### src/rtl/md_pkg.sv
// ---------------------------------------------------------------------------
// md_pkg
// Shared definitions for the multiply/divide unit: FSM state encoding,
// latency constants and a magnitude helper used by the divider.
// ---------------------------------------------------------------------------
package md_pkg;

  typedef enum logic [2:0] {
    IDLE     = 3'd0,
    MUL      = 3'd1,
    DIV_ITER = 3'd2,
    DIV_FIX  = 3'd3,
    DONE     = 3'd4
  } md_state_e;

  localparam int MUL_LAT_DEFAULT = 3;
  localparam int DIV_ITERS       = 32;
  localparam int DIV_LAT         = 34;
  localparam int DIV_CNT_W       = 6;

  // Magnitude of a 32-bit operand; only negated when the operation is signed.
  // 32'h80000000 maps to itself, which is the correct unsigned magnitude.
  function automatic logic [31:0] mag32(input logic [31:0] v, input logic sgn);
    if (sgn && v[31]) begin
      return 32'd0 - v;
    end else begin
      return v;
    end
  endfunction

endpackage

### src/rtl/md_divider.sv
// ---------------------------------------------------------------------------
// md_divider
// 32-bit restoring divider: captures operand magnitudes on load, runs one
// quotient bit per iter_en cycle, then applies signs while fix_en is high.
// Ports:
//   clk, reset         clock, async active-high reset
//   load               capture src1/src2/is_signed and restart
//   iter_en            perform one restoring step
//   fix_en             sign-correct and register the result
//   clear              abandon the current operation
//   is_signed, src1/2  operands (sampled on load)
//   last_iter          the current step is the final (32nd) one
//   fix_valid          result holds the sign-corrected answer
//   result             {remainder, quotient}
// ---------------------------------------------------------------------------
module md_divider
  import md_pkg::*;
(
  input  logic        clk,
  input  logic        reset,
  input  logic        load,
  input  logic        iter_en,
  input  logic        fix_en,
  input  logic        clear,
  input  logic        is_signed,
  input  logic [31:0] src1,
  input  logic [31:0] src2,
  output logic        last_iter,
  output logic        fix_valid,
  output logic [63:0] result
);

  logic [31:0]          quo_r, rem_r, dvs_r, dvd_raw_r;
  logic                 neg_q_r, neg_r_r, dz_r, fix_valid_r;
  logic [DIV_CNT_W-1:0] cnt_r;
  logic [63:0]          result_r;

  logic [32:0] rem_sh_s, diff_s;
  logic [31:0] quo_nx_s, rem_nx_s, q_fix_s, r_fix_s;

  assign last_iter = (cnt_r == DIV_CNT_W'(DIV_ITERS - 1));
  assign fix_valid = fix_valid_r;
  assign result    = result_r;

  // One restoring step: shift in the next dividend bit, keep the difference if non-negative.
  always_comb begin
    rem_sh_s = {rem_r, quo_r[31]};
    diff_s   = rem_sh_s - {1'b0, dvs_r};
    if (!diff_s[32]) begin
      rem_nx_s = diff_s[31:0];
      quo_nx_s = {quo_r[30:0], 1'b1};
    end else begin
      rem_nx_s = rem_sh_s[31:0];
      quo_nx_s = {quo_r[30:0], 1'b0};
    end
  end

  // Sign correction; divide-by-zero returns all-ones quotient and the raw dividend.
  always_comb begin
    if (dz_r) begin
      q_fix_s = 32'hFFFF_FFFF;
      r_fix_s = dvd_raw_r;
    end else begin
      q_fix_s = neg_q_r ? (32'd0 - quo_r) : quo_r;
      r_fix_s = neg_r_r ? (32'd0 - rem_r) : rem_r;
    end
  end

  // Divider datapath registers and iteration counter.
  always_ff @(posedge clk or posedge reset) begin
    if (reset) begin
      quo_r       <= 32'd0;
      rem_r       <= 32'd0;
      dvs_r       <= 32'd0;
      dvd_raw_r   <= 32'd0;
      neg_q_r     <= 1'b0;
      neg_r_r     <= 1'b0;
      dz_r        <= 1'b0;
      cnt_r       <= '0;
      fix_valid_r <= 1'b0;
      result_r    <= 64'd0;
    end else if (load) begin
      quo_r       <= mag32(src1, is_signed);
      rem_r       <= 32'd0;
      dvs_r       <= mag32(src2, is_signed);
      dvd_raw_r   <= src1;
      neg_q_r     <= is_signed & (src1[31] ^ src2[31]);
      neg_r_r     <= is_signed & src1[31];
      dz_r        <= (src2 == 32'd0);
      cnt_r       <= '0;
      fix_valid_r <= 1'b0;
    end else if (clear) begin
      cnt_r       <= '0;
      fix_valid_r <= 1'b0;
    end else if (iter_en) begin
      quo_r <= quo_nx_s;
      rem_r <= rem_nx_s;
      cnt_r <= last_iter ? '0 : cnt_r + DIV_CNT_W'(1);
    end else if (fix_en) begin
      // fix_valid toggles so the FSM sees exactly one ready cycle after the fix cycle.
      result_r    <= {r_fix_s, q_fix_s};
      fix_valid_r <= ~fix_valid_r;
    end else begin
      fix_valid_r <= 1'b0;
    end
  end

endmodule

### src/rtl/mul_div_unit.sv
// ---------------------------------------------------------------------------
// mul_div_unit
// HI/LO multiply/divide unit. Multiply completes MUL_LAT cycles after
// accept, divide completes 34 cycles after accept.
// Ports:
//   clk, reset         clock, async active-high reset
//   mult_en, div_en    one-cycle requests (multiply wins on collision)
//   is_signed          signed operation when 1
//   src1, src2         rs / rt operands, latched on accept
//   cancel             flush the in-flight operation
//   busy               operation in flight (through the complete cycle)
//   MD_complete        one-cycle result-valid pulse
//   MD_result          {HI, LO}
// ---------------------------------------------------------------------------
module mul_div_unit
  import md_pkg::*;
#(
  parameter int MUL_LAT = MUL_LAT_DEFAULT
) (
  input  logic        clk,
  input  logic        reset,
  input  logic        mult_en,
  input  logic        div_en,
  input  logic        is_signed,
  input  logic [31:0] src1,
  input  logic [31:0] src2,
  input  logic        cancel,
  output logic        busy,
  output logic        MD_complete,
  output logic [63:0] MD_result
);

  md_state_e   state_r;
  logic [31:0] a_r, b_r;
  logic        sgn_r;
  logic [7:0]  mul_cnt_r;

  logic [63:0] ext_a_s, ext_b_s, prod_s;
  logic        div_load_s, div_last_s, div_fix_valid_s;
  logic [63:0] div_result_s;

  // Full 64-bit product from sign- or zero-extended latched operands.
  always_comb begin
    if (sgn_r) begin
      ext_a_s = {{32{a_r[31]}}, a_r};
      ext_b_s = {{32{b_r[31]}}, b_r};
    end else begin
      ext_a_s = {32'd0, a_r};
      ext_b_s = {32'd0, b_r};
    end
    prod_s = ext_a_s * ext_b_s;
  end

  assign div_load_s = (state_r == IDLE) && div_en && !mult_en && !cancel;

  md_divider u_div (
    .clk       (clk),
    .reset     (reset),
    .load      (div_load_s),
    .iter_en   (state_r == DIV_ITER),
    .fix_en    (state_r == DIV_FIX),
    .clear     (cancel),
    .is_signed (is_signed),
    .src1      (src1),
    .src2      (src2),
    .last_iter (div_last_s),
    .fix_valid (div_fix_valid_s),
    .result    (div_result_s)
  );

  // Control FSM with registered busy/complete/result.
  always_ff @(posedge clk or posedge reset) begin
    if (reset) begin
      state_r     <= IDLE;
      a_r         <= 32'd0;
      b_r         <= 32'd0;
      sgn_r       <= 1'b0;
      mul_cnt_r   <= 8'd0;
      busy        <= 1'b0;
      MD_complete <= 1'b0;
      MD_result   <= 64'd0;
    end else begin
      MD_complete <= 1'b0;
      case (state_r)
        IDLE: begin
          if (cancel) begin
            state_r <= IDLE;
          end else if (mult_en) begin
            a_r       <= src1;
            b_r       <= src2;
            sgn_r     <= is_signed;
            mul_cnt_r <= 8'd0;
            busy      <= 1'b1;
            state_r   <= MUL;
          end else if (div_en) begin
            busy    <= 1'b1;
            state_r <= DIV_ITER;
          end
        end
        MUL: begin
          if (cancel) begin
            busy    <= 1'b0;
            state_r <= IDLE;
          end else if (mul_cnt_r == 8'(MUL_LAT - 1)) begin
            MD_result   <= prod_s;
            MD_complete <= 1'b1;
            state_r     <= DONE;
          end else begin
            mul_cnt_r <= mul_cnt_r + 8'd1;
          end
        end
        DIV_ITER: begin
          if (cancel) begin
            busy    <= 1'b0;
            state_r <= IDLE;
          end else if (div_last_s) begin
            state_r <= DIV_FIX;
          end
        end
        DIV_FIX: begin
          if (cancel) begin
            busy    <= 1'b0;
            state_r <= IDLE;
          end else if (div_fix_valid_s) begin
            MD_result   <= div_result_s;
            MD_complete <= 1'b1;
            state_r     <= DONE;
          end
        end
        DONE: begin
          busy    <= 1'b0;
          state_r <= IDLE;
        end
        default: begin
          busy    <= 1'b0;
          state_r <= IDLE;
        end
      endcase
    end
  end

endmodule

### config.mk
export PLATFORM = sky130hd
export DESIGN_NAME = mul_div_unit
export DESIGN_NICKNAME = d
export VERILOG_FILES = /design/src/rtl/md_pkg.sv /design/src/rtl/md_divider.sv /design/src/rtl/mul_div_unit.sv
export SDC_FILE = /design/constraint.sdc
export NUM_CORES = 2
export LEC_CHECK = 0
export CAP_MARGIN = 20
export CORE_ASPECT_RATIO = 0.8
export CORE_MARGIN = 2
export CORE_UTILIZATION = 55
export CTS_BUF_LIST = sky130_fd_sc_hd__clkbuf_16
export DETAILED_ROUTE_END_ITERATION = 8
export PLACE_DENSITY = 0.79
export SYNTH_ARGS = -nofsm -noshare
export SYNTH_HDL_FRONTEND = slang
export SYNTH_SLANG_ARGS = --single-unit
### constraint.sdc
create_clock -name clk -period 16 [get_ports clk]
set_input_delay 2.4 -clock clk [delete_from_list [all_inputs] [get_ports clk]]
set_output_delay 2.4 -clock clk [all_outputs]
set_load 0.02 [all_outputs]
Word level (Yosys, flattened, before mapping). Index checks and enable logic that the tools add are counted.

Register bits: 344. Input port bits: 70. Output and inout bits: 66. Word-level logic and storage cells: 128.

Add/sub/neg operators: 7. Multipliers: 1. Equality and inequality tests: 20. Muxes and demuxes: 54. Bitwise gates (word level): 7. Reduce and logical (&&, ||, !) cells: 21.

Operators by type and width (number): $mux W32 (13); $mux W64 (6); $pmux W64 S2 (1); $sub A1 B32 Y32 const A (4); $mul A64 B64 Y64 (1); $sub A33 B32 Y33 (1); $logic_not A32 Y1 (1); $mux W8 (4); $mux W3 (9); $mux W6 (4); $pmux W8 S2 (1); $ne A3 B3 Y1 const B (5); $ne A2 B2 Y1 const B (7); $mux W1 (13); $pmux W3 S4 (1); $reduce_and A5 Y1 (2); $add A8 B1 Y8 const B (1); $eq A8 B2 Y1 const B (1); $reduce_and A4 Y1 (2); $add A6 B1 Y6 const B (1); $eq A3 B2 Y1 const B (2); $eq A6 B5 Y1 const B (1); $reduce_and A3 Y1 (2); $reduce_bool A2 Y1 (3); other kinds (13) (24).

Logic depth before layout (Yosys ltp).
Word-level depth: 6. Depth in mapped cells: 36. Mapped depth without buffers: 33.

Cells and area by module. From an unflattened synthesis, not the netlist that was laid out.

Cells, all modules: 7159. Area, all modules: 66632.7 um^2.

By module, submodules not included: mul_div_unit (times used 1, cells each 5691, area each 53979.3 um^2, sequential area each 3553.4 um^2); md_divider (times used 1, cells each 1468, area each 12653.4 um^2, sequential area each 5054.8 um^2).

Least setup slack after synthesis. Ideal clock, no wire load.

Path kind: reg2reg. Start: reg sgn_r. End: reg MD_result[63]. Library setup time: 0.128 ns. Data arrival time: 8.961 ns. Required time: 15.872 ns. Path slack: 6.911 ns. Cell stages (with the launch flop): 30. Path buffers: 2. Clock period less this slack: 9.089 ns. Cell sequence: dfrtp_1 > and2_1 > clkbuf_1 > clkbuf_1 > nand2_1 > fa_1 > inv_1 > fa_1 > fa_1 > inv_1 > fa_1 > inv_1 > fa_1 > fa_1 > fa_1 > fa_1 > fa_1 > inv_1 > fa_1 > inv_1 > ha_1 > and3_1 > a31oi_1 > nand2_1 > o21ba_2 > o211ai_1 > a311o_1 > a221oi_1 > xnor2_1 > o21ai_0.

Cells in the longest elaborated chain, start to end: 5.

RTL lines: from (decl) (RTL line mul_div_unit.sv:35) `logic sgn_r;`; from (signal assigned) (RTL line mul_div_unit.sv:91) `sgn_r <= is_signed;`; $mux W64 (RTL line mul_div_unit.sv:44) `if (sgn_r) begin`; $mul A64 B64 Y64 * (RTL line mul_div_unit.sv:51) `prod_s = ext_a_s * ext_b_s;`; $mux W64 * (RTL line mul_div_unit.sv:104) `end else if (mul_cnt_r == 8'(MUL_LAT - 1)) begin`; $mux W64 * (RTL line mul_div_unit.sv:101) `if (cancel) begin`; $pmux W64 S2 * (RTL line mul_div_unit.sv:84) `case (state_r)`; to (signal assigned) (RTL line mul_div_unit.sv:105) `MD_result <= prod_s;`; to (signal assigned) (RTL line mul_div_unit.sv:125) `MD_result <= div_result_s;`; to (decl) (RTL line mul_div_unit.sv:30) `output logic [63:0] MD_result`.

Every way passes the cells marked *; elsewhere a longest branch is shown, timed or not. The select of a mux whose other input is x is not followed. A chain may end at the register's enable or synchronous reset.

Final worst setup path. Ends and elaborated chain as after synthesis.

==> summary.txt <==
Global routing
  • Overall Global Routing Usage: 0.3375
  • First-pass GRT wire length: 314900 µm
  • Initial antenna violation count: 15
  • Largest net degree at the start of global routing: 174
  • Gr ovfl total: 0
  • Vias in the first global route: 52950

Worst hold path
  • Hold wc startpoint: u_div.result[51]
  • Hold Crit Class: flip-flop to flip-flop
  • Hold Path Stages: 2
  • Endpoint, Worst Hold: u_div.result[51]

Setup path
  • CP max stage cell: fa_1
  • Critical R2R Launch: sgn_r
  • Maximum fanout along the worst path: 24
  • Worst reg2reg path depth: 31
  • Critical path launch point type: flip-flop
  • Crit path arrival time: 10.80 ns
  • CP required: 16.46 ns
  • R2r setup slk: 5.65 ns
  • Crit path buffers/inverters: 8
  • Cell mode on critical path: fa_1
  • FF-to-FF End: MD_result[63]
  • CP max stage delay: 0.97 ns
  • CP top delay family: adder cells
  • Critical path endpoint category: flip-flop
  • Critical path type: flip-flop to flip-flop

Detailed routing
  • DR top layer: met5
  • Vias: 50790
  • Metal2 WL: 82450 µm
  • M1 wire length: 82940 µm
  • Initial drt markers: 5942
  • Final ANT Viol Nets: 0
  • Drt first pass iters: 6
  • DR DRC count: 0
  • Avg WL per Cell: 22.57 µm
  • Vias per cell: 5.737
  • Detailed Route WL: 199800 µm
  • Met3 wire length: 28560 µm

Synthesis
  • Syn_nets: 9152
  • Mapped Area: 0.06626 mm²
  • Async S/R FF share, synth: 1.000
  • Syn Inst Count: 7315
  • Cell variety after synth: 72
  • Avg Inst Size Synth: 9.058 µm²
  • Dominant synthesized flop cell: dfrtp_1
  • Post-synth EDFFs: 0
  • Number of synthesis warnings: 0
  • Area leader, netlist: fa_1
  • Sequential area share after synthesis: 0.1299
  • Largest cells by area after synthesis: fa_1 43%, dfrtp_1 13%, inv_1 9.0%
  • FF+latch count, synth: 344
  • Top-area cell type share of the netlist area: 0.4290

Clock tree
  • CTS clock-pin slew for the worst setup and hold paths: 0.07 ns
  • Max clock buf depth: 3
  • Num CTS Buffers: 38
  • CTS Root Cell: clkbuf_16
  • Clock sink count: 344
  • Cts hold-fix bufs: 0
  • Resized cells post-CTS: 0
  • CTS tree: done
  • Setup Fix Bufs, Post-CTS: 0
  • Worst-skew pair later-pin latency: 0.60 ns
  • Htree depth: 2

STA
  • Final setup TNS: 0 ns
  • Final min period: 10.35 ns
  • Setup Skew: 0.04532 ns
  • Measured slew at the worst slew-check pin: 1.146 ns
  • Final setup fails: 0
  • Worst slew margin: 0.2359
  • Tcrit/Tclk final: 0.6466
  • Fin. Hold Viols: 0
  • Final Max Slew Viols: 0
  • RSZ-0062 raised after global routing: false
  • Max Clk Rate: 0.09666 GHz

Cells and area
  • Leading cell type in the layout, fill and taps excluded: inv_1
  • Most frequent cells in the layout: 1589 x inv_1, 1420 x fa_1, 1095 x nand2_1
  • Fraction of layout cells with a size suffix above 1: 0.02638
  • Layout area overhead: 5.992%
  • NumNets Final: 9052

Floorplan
  • Die Wd: 392.1 µm
  • Core area: 0.1190 mm²
  • Area of the die: 0.1233 mm²
  • Top-level I/O count: 136
  • Row count: 113
  • Die Height: 314.5 µm
  • Initial Utilization: 0.5566

Run
  • MaxCap Viol Count: 0

Status
  • Status: finished, final reports clean

Place
  • Detailed placement HPWL: 161500 µm
  • RePlAce Congestion: 1.008
  • Port Buffers: 135
-- kinds of logic after synthesis --
kind of cell             count (synthesis)  synth area share
XOR/XNOR                               263           0.03476
multiplexers                            30          0.004570
AND/OR/NAND/NOR                       2174            0.1543
AO/OA/AOI/OAI                          784           0.07085
buffers and inverters                 1949            0.1105
flip-flops                             344            0.1299
adder cells (fa/ha/maj)               1771            0.4951
-- how the worst max path moves through the flow --
stage                     slack [ns]             to  cells past startpoint   from
final                           5.65  MD_result[63]                     31  sgn_r
after global routing            5.35  MD_result[63]                     30  sgn_r
after floorplan                 4.06    MD_complete                      1  reset
after global placement          6.00  MD_result[63]                     30  sgn_r
after detailed placement        5.90  MD_result[63]                     30  sgn_r
after CTS                       5.87  MD_result[63]                     31  sgn_r
-- sequential cells by signal, summed over array words and instances (netlist names) --
register         count
state_r              3
u_div.quo_r         32
a_r                 32
u_div.dvd_raw_r     32
u_div.rem_r         32
u_div.dz_r           1
u_div.neg_r_r        1
u_div.cnt_r          6
u_div.dvs_r         32
u_div.result        64
mul_cnt_r            8
MD_complete          1
b_r                 32
u_div.fix_valid      1
sgn_r                1
u_div.neg_q_r        1
busy                 1
MD_result           64
-- synth_stat cells (42+ instances only) --
cell type and number:
and3_1 50, dfrtp_1 344, a21oi_1 250, nand2_1 1096
xor2_1 122, clkbuf_1 344, inv_1 1582, a21o_1 42
o21ai_0 251, fa_1 1420, nor2_1 239, xnor2_1 141
and2_1 580, nand3_1 45, ha_1 347, a31oi_1 43
-- tightest hold or removal path, stage by stage (launching register included) --
cell     delay (ns)
dfrtp_1        0.34
nand2_1        0.04
o21ai_0        0.05
-- through the flow --
step	cells	worst slack [ns]	util	hold slack (ns)	area, µm²
floorplan	7315	4.063	-	0.4334	66260
global placement	8783	5.996	0.5797	0.4507	69010
detailed placement	8784	5.899	0.5797	0.4569	69010
CTS	8850	5.867	0.5897	0.4707	70200
global route	8851	5.345	0.5899	0.4956	70230
finish	8852	5.654	0.5899	0.4736	70230
-- area by class of cell --
| type | count | area [µm²] |
|---|---|---|
| sequential | 344 | 8616 |
| antenna | 1 | 2.502 |
| inverter | 1582 | 5946 |
| clock inverter | 28 | 239.0 |
| multi-input combinational | 5022 | 50390 |
| tap | 1610 | 2014 |
| fill | 10110 | 48820 |
| clock buffer | 38 | 950.9 |
| timing repair buffer | 227 | 2072 |
-- metal layers --
| metal | up-vias | GRT usage |
|---|---|---|
| li1 | 21630 | - |
| met1 | 25900 | 0.5077 |
| met2 | 2941 | 0.4731 |
| met3 | 299 | 0.1079 |
| met4 | 12 | 0.08409 |
| met5 | - | 0 |
Power is left out: the tool's default activity adds up to more than one toggle a clock period on the data nets, which glitch-free logic cannot reach.
